[config.mk]
export PLATFORM = sky130hd
export DESIGN_NAME = regbank_wb_ctrl
export DESIGN_NICKNAME = d
export VERILOG_FILES = /design/src/rtl/regbank_pkg.sv /design/src/rtl/rr_arbiter.sv /design/src/rtl/regbank_wb_ctrl.sv
export SDC_FILE = /design/constraint.sdc
export NUM_CORES = 1
export LEC_CHECK = 0
export CAP_MARGIN = 10
export CELL_PAD_IN_SITES_DETAIL_PLACEMENT = 1
export CELL_PAD_IN_SITES_GLOBAL_PLACEMENT = 2
export CORE_MARGIN = 5
export CORE_UTILIZATION = 25
export CTS_CLUSTER_DIAMETER = 200
export CTS_CLUSTER_SIZE = 25
export DETAILED_ROUTE_END_ITERATION = 7
export PLACE_DENSITY_LB_ADDON = 0.1
export SYNTH_ARGS = -nofsm -noshare
export SYNTH_HDL_FRONTEND = slang
export SYNTH_SLANG_ARGS = --single-unit
export TNS_END_PERCENT = 30
[constraint.sdc]
create_clock -name clk -period 26.1 [get_ports clk]
set_clock_uncertainty 0.05 [all_clocks]
set_input_delay 2.61 -clock clk [delete_from_list [all_inputs] [get_ports clk]]
set_output_delay 2.61 -clock clk [all_outputs]
set_load 0.01 [all_outputs]
[src/rtl/regbank_pkg.sv]
// Shared constants, types and helpers for the register-bank write-back slice.
package regbank_pkg;

  localparam int unsigned XLEN       = 32;
  localparam int unsigned REG_ADDR_W = 5;
  localparam int unsigned N_REGS     = 32;

  // Write-back requester indices into the arbiter.
  localparam int unsigned WB_ALU = 0;
  localparam int unsigned WB_LSU = 1;
  localparam int unsigned WB_MDU = 2;

  typedef logic [REG_ADDR_W-1:0] reg_addr_t;

  function automatic logic [5:0] popcount_regs(input logic [N_REGS-1:0] v);
    logic [5:0] c;
    c = '0;
    for (int unsigned i = 0; i < N_REGS; i++) begin
      c = c + {5'b0, v[i]};
    end
    return c;
  endfunction

endpackage

[src/rtl/rr_arbiter.sv]
// Combinational round-robin arbiter: the first asserted request at or after ptr wins.
module rr_arbiter #(
  parameter int unsigned N    = 3,
  parameter int unsigned IDX_W = (N > 1) ? $clog2(N) : 1
) (
  input  logic [N-1:0]     req,
  input  logic [IDX_W-1:0] ptr,
  output logic [N-1:0]     gnt,
  output logic [IDX_W-1:0] gnt_idx
);

  int unsigned idx;
  logic        found;

  always_comb begin
    gnt     = '0;
    gnt_idx = '0;
    found   = 1'b0;
    idx     = 0;
    for (int unsigned i = 0; i < N; i++) begin
      idx = (32'(ptr) + i) % N;
      if (!found && req[idx]) begin
        found    = 1'b1;
        gnt[idx] = 1'b1;
        gnt_idx  = IDX_W'(idx);
      end
    end
  end

endmodule

[src/rtl/regbank_wb_ctrl.sv]
// Write-back controller: arbitrates the register bank's single write port and
// keeps the pending-write scoreboard that decode uses for RAW/WAW stalls.
module regbank_wb_ctrl
  import regbank_pkg::*;
#(
  parameter int unsigned N_REQ = 3,
  parameter int unsigned XLEN  = 32
) (
  input  logic                    clk,
  input  logic                    rst_n_i,
  input  logic [N_REQ-1:0]        req_valid_i,
  input  logic [N_REQ*5-1:0]      req_rd_i,
  input  logic [N_REQ*XLEN-1:0]   req_data_i,
  output logic [N_REQ-1:0]        req_ready_o,
  output logic                    we_o,
  output logic [4:0]              rd_addr_o,
  output logic [XLEN-1:0]         rd_data_o,
  input  logic                    issue_valid_i,
  input  logic                    issue_has_rd_i,
  input  logic [4:0]              issue_rd_i,
  output logic                    issue_ready_o,
  input  logic [4:0]              rs1_addr_i,
  input  logic [4:0]              rs2_addr_i,
  output logic                    rs1_busy_o,
  output logic                    rs2_busy_o,
  output logic [5:0]              pending_cnt_o
);

  localparam int unsigned IDX_W = (N_REQ > 1) ? $clog2(N_REQ) : 1;

  logic [N_REQ-1:0]  arb_req;
  logic [N_REQ-1:0]  gnt;
  logic [IDX_W-1:0]  gnt_idx;
  logic [IDX_W-1:0]  rr_q;
  logic              any_gnt;
  reg_addr_t         sel_rd;
  logic [XLEN-1:0]   sel_data;
  // Bit 0 is carried for simple indexing but is forced to zero: x0 is never pending.
  logic [N_REGS-1:0] pend_q, pend_d, clr_vec, set_vec;
  logic [5:0]        cnt_q;
  logic              issue_fire;

  assign arb_req = rst_n_i ? req_valid_i : '0;

  rr_arbiter #(.N(N_REQ), .IDX_W(IDX_W)) u_arb (
    .req     (arb_req),
    .ptr     (rr_q),
    .gnt     (gnt),
    .gnt_idx (gnt_idx)
  );

  assign any_gnt     = |gnt;
  assign req_ready_o = gnt;

  always_comb begin
    sel_rd   = '0;
    sel_data = '0;
    if (any_gnt) begin
      sel_rd   = req_rd_i[32'(gnt_idx)*REG_ADDR_W +: REG_ADDR_W];
      sel_data = req_data_i[32'(gnt_idx)*XLEN +: XLEN];
    end
  end

  assign we_o      = any_gnt && (sel_rd != '0);
  assign rd_addr_o = sel_rd;
  assign rd_data_o = sel_data;

  always_comb begin
    clr_vec = '0;
    if (we_o) clr_vec[rd_addr_o] = 1'b1;
  end

  // A WAW stall is lifted in the cycle the older writer commits.
  assign issue_ready_o = rst_n_i &&
                         !(issue_has_rd_i && (issue_rd_i != '0) &&
                           pend_q[issue_rd_i] && !clr_vec[issue_rd_i]);
  assign issue_fire    = issue_valid_i && issue_ready_o;

  // Set after clear so a same-cycle re-issue keeps the register outstanding.
  always_comb begin
    set_vec = '0;
    if (issue_fire && issue_has_rd_i && (issue_rd_i != '0)) set_vec[issue_rd_i] = 1'b1;
    pend_d    = (pend_q & ~clr_vec) | set_vec;
    pend_d[0] = 1'b0;
  end

  always_ff @(posedge clk) begin
    if (!rst_n_i) begin
      pend_q <= '0;
      cnt_q  <= '0;
      rr_q   <= '0;
    end else begin
      pend_q <= pend_d;
      cnt_q  <= popcount_regs(pend_d);
      if (any_gnt) begin
        rr_q <= (gnt_idx == IDX_W'(N_REQ - 1)) ? '0 : gnt_idx + 1'b1;
      end
    end
  end

  assign rs1_busy_o    = pend_q[rs1_addr_i] && !(we_o && (rd_addr_o == rs1_addr_i));
  assign rs2_busy_o    = pend_q[rs2_addr_i] && !(we_o && (rd_addr_o == rs2_addr_i));
  assign pending_cnt_o = cnt_q;

endmodule
Word-level counts from Yosys, hierarchy flattened. Cells that the tools add are included.

Register bits after elaboration: 40. Bits of input ports: 133. Output and inout port bits: 50. Logic and storage cells: 129.

Add/subtract/negate cells: 33. Multiply operators: 1. Divide/modulo/power cells: 3. $lt $le $gt $ge: 12. Equal/unequal tests: 3. Shift operators: 2. Multiplexer cells: 38. Bitwise operators: 5. Reduce and logical (&&, ||, !) cells: 28.

Operator list (count): adder 6 x 1 -> 6 bit (25); >= comparator 32 x 1 -> 1 bit, second input constant (3); less-than comparator 32 x 3 -> 1 bit, second input constant (3); two-way mux 32 bit (3); indexed part select 96 x 8 -> 32 bit (1); modulo 32 x 2 -> 32 bit, second input constant (2); bitwise AND 32 bit (1); modulo 2 x 2 -> 32 bit, second input constant (1); inverter 32 bit (1); bitwise OR 32 bit (1); less-than comparator 5 x 6 -> 1 bit, second input constant (4); binary-select mux 1 bit (select 5 bit) (4); logical AND 1 bit (19); indexed part select 15 x 6 -> 5 bit (1); two-way mux 1 bit (14); two-way mux 3 bit (4); demux 1 bit (select 5 bit) (2); equality test 5 bit (2); >= comparator 5 x 1 -> 1 bit, second input constant (2); nonzero test 5 bit (2); two-way mux 2 bit (4); adder 5 x 1 -> 6 bit (1); binary-select mux 1 bit (select 2 bit) (3); demux 1 bit (select 2 bit) (3); 13 further kinds (19).

Logic depth before layout (Yosys ltp).
Word-level depth: 59. Depth in mapped cells: 33. Mapped depth without buffers: 29.

Cells and area by module. From an unflattened synthesis, not the netlist that was laid out.

Cells, all modules: 663. Area, all modules: 5337.6 um^2.

By module, submodules not included: regbank_wb_ctrl (times used 1, cells each 611, area an instance 5004.8 um^2, seq. area each 780.7 um^2); rr_arbiter (times used 1, cells each 52, area an instance 332.8 um^2, seq. area each 0.0 um^2).

Worst setup path after synthesis. OpenSTA, ideal clock, no wires.

Path kind: input -> register. From: input port req_valid_i[1]. To: register cnt_q[4], in the netlist pending_cnt_o[4]. Setup time: 0.130 ns. Data arrival time: 9.830 ns. Required time: 25.920 ns. Slack: 16.090 ns. Stages: 28. Buffers on the path: 3. Cell sequence: clkbuf_1 > mux2i_1 > mux2i_1 > a221o_1 > and2_4 > buf_2 > a2111o_1 > a2111oi_0 > o2111ai_1 > o311a_1 > nand3_1 > buf_2 > a31oi_1 > fa_1 > inv_1 > fa_1 > fa_1 > fa_1 > fa_1 > inv_1 > fa_1 > inv_1 > fa_1 > fa_1 > a21o_1 > a21oi_1 > xor2_1 > nor2_1.

Longest elaborated chain between the ends: 59. Elaborated cells between the ends (all ways): 76. Those cells by class: add/sub (30); mul (1); order compare (2); shift (1); mux (22); bitwise (5); reduce/logical (15).

Ends and longest elaborated chain: from (decl) (RTL line regbank_wb_ctrl.sv:11) `input logic [N_REQ-1:0] req_valid_i,`; two-way mux 3 bit (*) (RTL line regbank_wb_ctrl.sv:43) `assign arb_req = rst_n_i ? req_valid_i : '0;`; binary-select mux 1 bit (select 2 bit) (RTL line rr_arbiter.sv:22) `if (!found && req[idx]) begin`; two-way mux 1 bit (implied by the code) (RTL line rr_arbiter.sv:22); two-way mux 1 bit (RTL line rr_arbiter.sv:22); logical NOT 1 bit (RTL line rr_arbiter.sv:22); logical AND 1 bit (RTL line rr_arbiter.sv:22); two-way mux 1 bit (RTL line rr_arbiter.sv:22); logical NOT 1 bit (RTL line rr_arbiter.sv:22); (+20 left out); bitwise OR 32 bit (*) (RTL line regbank_wb_ctrl.sv:83) `pend_d = (pend_q & ~clr_vec) | set_vec;`; adder 1 x 1 -> 2 bit (RTL line regbank_pkg.sv:19) `c = c + {5'b0, v[i]};`; adder 2 x 1 -> 3 bit (RTL line regbank_pkg.sv:19); adder 3 x 1 -> 4 bit (RTL line regbank_pkg.sv:19); adder 4 x 1 -> 5 bit (RTL line regbank_pkg.sv:19); adder 5 x 1 -> 6 bit (RTL line regbank_pkg.sv:19); adder 6 x 1 -> 6 bit (24 in series) (RTL line regbank_pkg.sv:19); adder 6 x 1 -> 6 bit (*) (RTL line regbank_pkg.sv:19); to (signal assigned) (RTL line regbank_wb_ctrl.sv:94) `cnt_q <= popcount_regs(pend_d);`; to (decl) (RTL line regbank_wb_ctrl.sv:40) `logic [5:0] cnt_q;`.

Every way passes the cells marked *; elsewhere a longest branch is shown, timed or not. The select of a mux whose other input is x is not followed. A chain may end at the register's enable or synchronous reset.

Worst setup path after layout. Ends and elaborated chain as after synthesis.

==> results.py <==
metrics = {
    "run_status": {
        "outcome": "completed",
    },
    "logic_synthesis": {
        "synth_top_flop_cell": "dfxtp_1",
        "async_flop_share_pct": 0,
        "yosys-top-cells-count": "119 x nand2_1, 42 x a21oi_1, 39 x dfxtp_1",
        "ys_top_cells_by_area": "dfxtp_1 16%, mux4_2 12%, fa_1 9.2%, nand2_1 8.9%, a22oi_1 4.9%",
        "yosys.area.top_type_share_pct": 15.5,
        "synth.most_common_cell": "nand2_1",
        "syn_nets": 801,
        "synthCells": 634,
        "synth_area_um2": 5030,
        "avgSynthCellArea_um2": 7.93,
        "ys_seq_area_share_pct": 15.5,
        "synth-edff-count": 0,
        "ys_seq_elements": 39,
        "ys_warn_count": 0,
        "synth.distinct_cells": 73,
        "synth_area_leader_cell": "dfxtp_1",
    },
    "sta": {
        "setup_viol": 0,
        "fin_ws_ns": 14.31,
        "max_slew_margin_pct": 20.3,
        "period_needed_ns": 11.79,
        "slew_violations": 0,
        "tightestPinTransition_ns": 1.19,
        "tns_ns": 0,
        "maxClockFrequency_mhz": 84.8,
        "period_share_pct": 45.2,
        "grt_setup_unrepaired": "no",
        "hold_violations": 0,
    },
    "layout": {
        "area_growth_pct": 42.4,
        "diodes": 0,
        "nets": 944,
        "layout-drive-gt1-share_pct": 8.74,
        "fillers": 2355,
    },
    "critical_path": {
        "cp-startpoint": "req_valid_i[1]",
        "criticalPathCategory": "in -> reg",
        "crit_top_cell": "fa_1",
        "crit_slowest_cell": "a21oi_4",
        "critical_path.max_stage_delay_ns": 0.82,
        "critPathBufInv": 4,
        "crit_family": "adder cells",
        "critPathCaptureType": "flip-flop",
        "critPathLaunchType": "input pin",
        "cp.required_ns": 26.20,
        "rr_startpoint": "rr_q[1]$_SDFFE_PN0P_",
        "arrival_ns": 11.89,
        "crit_fanout": 37,
    },
    "global_routing": {
        "grt_remaining_overflow": 0,
        "grt_pass1_wl_mm": 37.0,
        "grt_pass1_vias": 5854,
        "grt.total_usage_pct": 19.9,
        "grt_max_degree": 50,
        "antenna_found_initial": 0,
    },
    "clocking": {
        "cts_buffers": 5,
        "clock_path_buffers": 2,
        "clkTransAtPathRegs_ns": 0.06,
        "postCtsResizedCells": 0,
        "cts_root_buffer": "clkbuf_16",
        "postCtsHoldBufs": 0,
        "cts_setup_buffers": 0,
        "cts_tree": "built",
        "worstSkewPairLatency_ns": 0.28,
        "cts_num_sinks": 39,
        "htree_levels": 2,
    },
    "floorplan": {
        "num_rows": 51,
        "dieArea_um2": 23000,
        "die_y_um": 152,
        "ios": 183,
        "die_x_um": 152,
        "initial_core_util_pct": 25.6,
        "core_um2": 19700,
    },
    "job": {
        "max-cap-violations": 0,
    },
    "detailed_routing": {
        "vias": 5699,
        "wl_mm": 24.1,
        "drt_iter0_drc": 335,
        "via_per_inst": 5.46,
        "dr.pass1.iters": 5,
        "final_antenna_net_count": 0,
        "route.detailed.drc": 0,
        "wire_per_inst_um": 23.1,
    },
    "power_and_ir_drop": {
        "power.density_nw_per_um2": 70.4,
        "peakVddDrop_mv": 0.0425,
        "leakagePower_nw": 2.63,
    },
    "place": {
        "io_buffer_count": 182,
        "place_congestion": 0.887,
        "place_ws_ns": 14.01,
        "dp_hpwl_mm": 19.4,
    },
    "hold_path": {
        "hp-class": "reg -> reg",
        "hp-start": "pend_q[29]$_SDFF_PN0_",
    },
}
## cell usage in the layout, fill, tap and decap left out, drive strengths merged, types with 3 or more instances in the layout
cell	Yosys	routed
a21oi	43	43
nand2b	4	4
nand3	14	14
clkdlybuf4s50	0	182
a2bb2oi	6	6
nand2	119	119
a21boi	9	9
o31ai	3	3
nor2	25	25
a31oi	12	12
mux2i	8	8
and2	10	10
o211a	3	3
fa	23	23
xnor2	10	10
o22ai	17	17
or2	4	4
clkbuf	27	8
nor3	13	13
a221o	5	5
mux4	26	26
nor4	7	7
nand4	3	3
a32o	5	5
o21ai	42	42
ha	11	11
nor2b	8	8
buf	24	5
a22oi	33	33
inv	32	32
dfxtp	39	39
and3	4	4
mux2	6	6
o21a	4	4
## worst min-delay path, cell delays in order, from the launching register on
cell and delay, ns:
dfxtp_1 0.34, nand2_1 0.09, o22ai_1 0.07
## logic make-up after synthesis
kind of cell | synth area share, %
and+or+nand+nor | 19.8
DFF | 15.5
AOI/OAI and AO/OA | 29.4
buffers and inverters | 6.92
adders and majority gates | 11.9
muxes | 14.6
xor gates and xnor gates | 1.92
## power by group
| group | switching (W) | total [W] | leakage (nW) | internal [W] |
|---|---|---|---|---|
| Sequential | 0.00000217 | 0.0000637 | 0.315 | 0.0000615 |
| Combinational | 0.000219 | 0.000375 | 2.23 | 0.000156 |
| Clock | 0.0000239 | 0.0000646 | 0.0772 | 0.0000407 |
| Total | 0.000245 | 0.000504 | 2.63 | 0.000259 |
## layer usage
layer / track usage [%] / share of wire [%]
met5: 0 / 0
met3: 3.07 / 5.1
met1: 26.7 / 45
met2: 33.5 / 47
met4: 5.05 / 2.3
## flip-flops by register name (all words and copies together) (netlist names)
register and count:
rr_q 2, pending_cnt_o 6, pend_q 31
## area by class of cell
cell class	count	area (µm²)	share of cell area (%)
tap	265	332	4.63
clock buffer	8	156	2.18
multi-input combinational	511	3910	54.6
inverter	33	124	1.73
sequential	39	781	10.9
timing repair buffer	187	1860	26.0
## final timing paths
path | to | slack, ns | cells after the start
hold reg to reg | pend_q[29]$_SDFF_PN0_ | 0.50 | 2
setup / recovery | pending_cnt_o[4]$_SDFF_PN0_ | 14.31 | 26
hold / removal | pend_q[29]$_SDFF_PN0_ | 0.50 | 2
setup reg to reg | pending_cnt_o[4]$_SDFF_PN0_ | 16.18 | 28
## metrics by stage
| step | utilization (%) | instances | area [µm²] | hold slack [ns] | power, W |
|---|---|---|---|---|---|
| global route | 36.4 | 1043 | 7160 | 0.525 | 0.000538 |
| global placement | 35.6 | 1035 | 7000 | 0.476 | 0.000441 |
| floorplan | - | 634 | 5030 | 0.427 | 0.000275 |
| detailed placement | 35.6 | 1035 | 7000 | 0.487 | 0.000444 |
| CTS | 36.4 | 1043 | 7160 | 0.495 | 0.000511 |
| finish | 36.4 | 1043 | 7160 | 0.500 | 0.000504 |
Note: power is estimated with default switching activity, not from simulation.
==> RTL change: new RTL, same settings <==
Put one more register stage on the output `pending_cnt_o`, with the module's reset. The value now appears one clock later. The other outputs are not delayed to match.
--- a/src/rtl/regbank_wb_ctrl.sv
+++ b/src/rtl/regbank_wb_ctrl.sv
@@ -101,5 +101,11 @@
   assign rs1_busy_o    = pend_q[rs1_addr_i] && !(we_o && (rd_addr_o == rs1_addr_i));
   assign rs2_busy_o    = pend_q[rs2_addr_i] && !(we_o && (rd_addr_o == rs2_addr_i));
-  assign pending_cnt_o = cnt_q;
+  always_ff @(posedge clk) begin
+    if (!rst_n_i) begin
+      pending_cnt_o <= '0;
+    end else begin
+      pending_cnt_o <= cnt_q;
+    end
+  end
 
 endmodule
Function: changed (Yosys sat finds a counterexample within 4 cycles, from zero or initial values and one cycle with rst_n_i low).
==> RTL change against the unedited design <==
Synthesized area grew 4.5%. Fmax decreased by 7.1%. Wire length down 1.4%. Cell area grew 2.3%. Sequential power rose by 14%. Power is 12% lower. Worst hold slack worse by 120 ps. Largest power group unchanged. Worst setup slack worse by 900 ps. Combinational power decreased by 18%. Via count fell by 0.65%. Synthesized cell count shrank 2.5%. Clock power shrank 4.0%. Sequential cell count up 6.
==> RTL change: results (changes against the unedited design) <==
----------------------------------------------------
[Worst setup path]
  Critical R2R Launch ... rr_q[0] (was rr_q[1])
  Largest fanout of any net on the critical path ... 58 (was 37)
  Arrival @ worst endpoint ... 12790 ps (was 11890 ps)
  Slowest stage delay, CP ... 890 ps (was 820 ps)
  Cell count of the worst reg-to-reg path ... 30 (was 28)
  Reg-to-Reg End ... cnt_q[4] (was pending_cnt_o[4])
  R2r setup slk ... 16120 ps (was 16180 ps)
  Slowest cell on the critical path ... sky130_fd_sc_hd__a21oi_4 (unchanged)

[Clock network]
  Number of buffers added by the clock tree synthesis step ... 5 (unchanged)

[Detailed routing]
  Number of DRC violations after detailed-routing iteration 0 ... 318 (was 335)
  Wire length per cell after detailed routing ... 23.1 um (about the same)
  Post-detailed-route via-to-cell ratio ... 5.50 (was 5.46)

[Placed design]
  Final Wtd Congestion ... 0.854 (was 0.887)
  Total placed instance area ... 0.00718 mm2 (was 0.00700 mm2)
  Detailed placement HPWL ... 19000 um (was 19400 um)

[Power]
  Leakage ... 2.63 nW (about the same)
  Peak supply drop ... 0.0295 mV (was 0.0425 mV)

[Synth]
  Primary flip-flop cell chosen by synthesis mapping ... sky130_fd_sc_hd__dfxtp_1 (unchanged)
  Area contributors post-synth ... sky130_fd_sc_hd__dfxtp_1 (17%), sky130_fd_sc_hd__mux4_2 (11%), sky130_fd_sc_hd__fa_1 (8.8%) (was sky130_fd_sc_hd__dfxtp_1 (16%), sky130_fd_sc_hd__mux4_2 (12%), sky130_fd_sc_hd__fa_1 (9.2%))
  Share of cell area taken by muxes after synthesis ... 12.5% (was 14.6%)
  Share of the yosys chip area belonging to registers ... 17.1% (was 15.5%)
  Synthesized netlist net count ... 785 (was 801)
  Synth unique cells ... 76 (was 73)
  Arithmetic-cell share of the synthesized area counting full adders, half adders and majority gates ... 11.4% (was 11.9%)
  Xor-xnor portion of the synthesized cell area ... 1.83% (was 1.92%)
  Post-synth top cells ... sky130_fd_sc_hd__nand2_1 (64), sky130_fd_sc_hd__a21oi_1 (45), sky130_fd_sc_hd__dfxtp_1 (45) (was sky130_fd_sc_hd__nand2_1 (119), sky130_fd_sc_hd__a21oi_1 (42), sky130_fd_sc_hd__dfxtp_1 (39))
  Synthesized-area fraction occupied by ao, oa, aoi and oai cells ... 32.3% (was 29.4%)

[Finish]
  Biggest registers after layout ... pend_q x31, cnt_q x6, pending_cnt_o x6
  Fill count ... 2427 (was 2355)
  Share of layout cells above drive strength 1 ... 9.15% (was 8.74%)
  Net total in the final layout ... 920 (was 944)
  Final design utilization ... 35.1% (was 36.4%)

[Global routing]
  Via count of the first global-routing pass ... 5773 (was 5854)
  First-pass GRT wire length ... 36000 um (was 37000 um)
  Largest net degree at the start of global routing ... 59 (was 50)
  Gr usage total ... 18.9% (was 19.9%)

[STA]
  Worst Max-Slew Pin Slew ... 1130 ps (was 1190 ps)

[Worst hold path]
  Start point of the worst hold path ... cnt_q[1] (was pend_q[29])
  Hold Path End ... pending_cnt_o[1] (was pend_q[29])
  Hold Path Stages ... 1 (was 2)

[Run status]
  Run status ... completed (unchanged)

----------------------------------------------------
-- RTL change: worst max-delay path by stage --
stage / slack [ps] / start / end / cells past startpoint
6_report: 13410 / rst_n_i / cnt_q[4] / 29
5_1_grt: 12640 / rst_n_i / cnt_q[4] / 29
4_1_cts: 13210 / rst_n_i / cnt_q[4] / 29
3_5_place_dp: 12930 / rst_n_i / cnt_q[4] / 29
3_3_place_gp: 13290 / rst_n_i / cnt_q[4] / 29
2_1_floorplan: 16150 / req_valid_i[0] / cnt_q[4] / 28
-- RTL change: kinds of logic (layout without fill, tap and decap cells) --
group | after synthesis | after routing
AND/OR/NAND/NOR | 175 | 175
adder cells (fa/ha/maj) | 34 | 34
flip-flops | 45 | 45
AO/OA/AOI/OAI | 228 | 228
XOR/XNOR | 11 | 11
multiplexers | 34 | 34
buffers and inverters | 91 | 227
-- RTL change: area by class of cell --
type	instances	share of cell area, %
multi-input combinational	482	54.0
tap	275	4.70
timing repair buffer	188	25.5
clock inverter	1	0.102
inverter	31	1.59
sequential	45	12.3
clock buffer	7	1.81
-- RTL change: worst register-to-register path, delay by kind of cell (launching register included) --
| family | cells | cell delay [ps] |
|---|---|---|
| AO/OA/AOI/OAI | 9 | 3070 |
| flip-flops | 1 | 390 |
| XOR/XNOR | 2 | 340 |
| AND/OR/NAND/NOR | 3 | 400 |
| buffers and inverters | 7 | 1100 |
| adder cells (fa/ha/maj) | 9 | 4520 |
-- RTL change: power by group --
group	total, mW	internal, mW	switching, mW
combinational	0.309	0.129	0.180
clock	0.0620	0.0356	0.0264
sequential	0.0725	0.0707	0.00180
-- RTL change: layer usage --
layer	up-vias	track usage (%)	wire (um)
met2	232	33.4	11700
met3	38	3.92	1820
li1	2604	-	-
met5	-	0	13
met1	2786	23.5	9670
met4	2	5.00	550
-- RTL change: stage by stage --
step / instances / setup WS (ps)
2_1_floorplan: 618 / 16150
5_1_grt: 1029 / 12640
3_5_place_dp: 1021 / 12930
6_report: 1029 / 13410
3_3_place_gp: 1021 / 13290
4_1_cts: 1029 / 13210
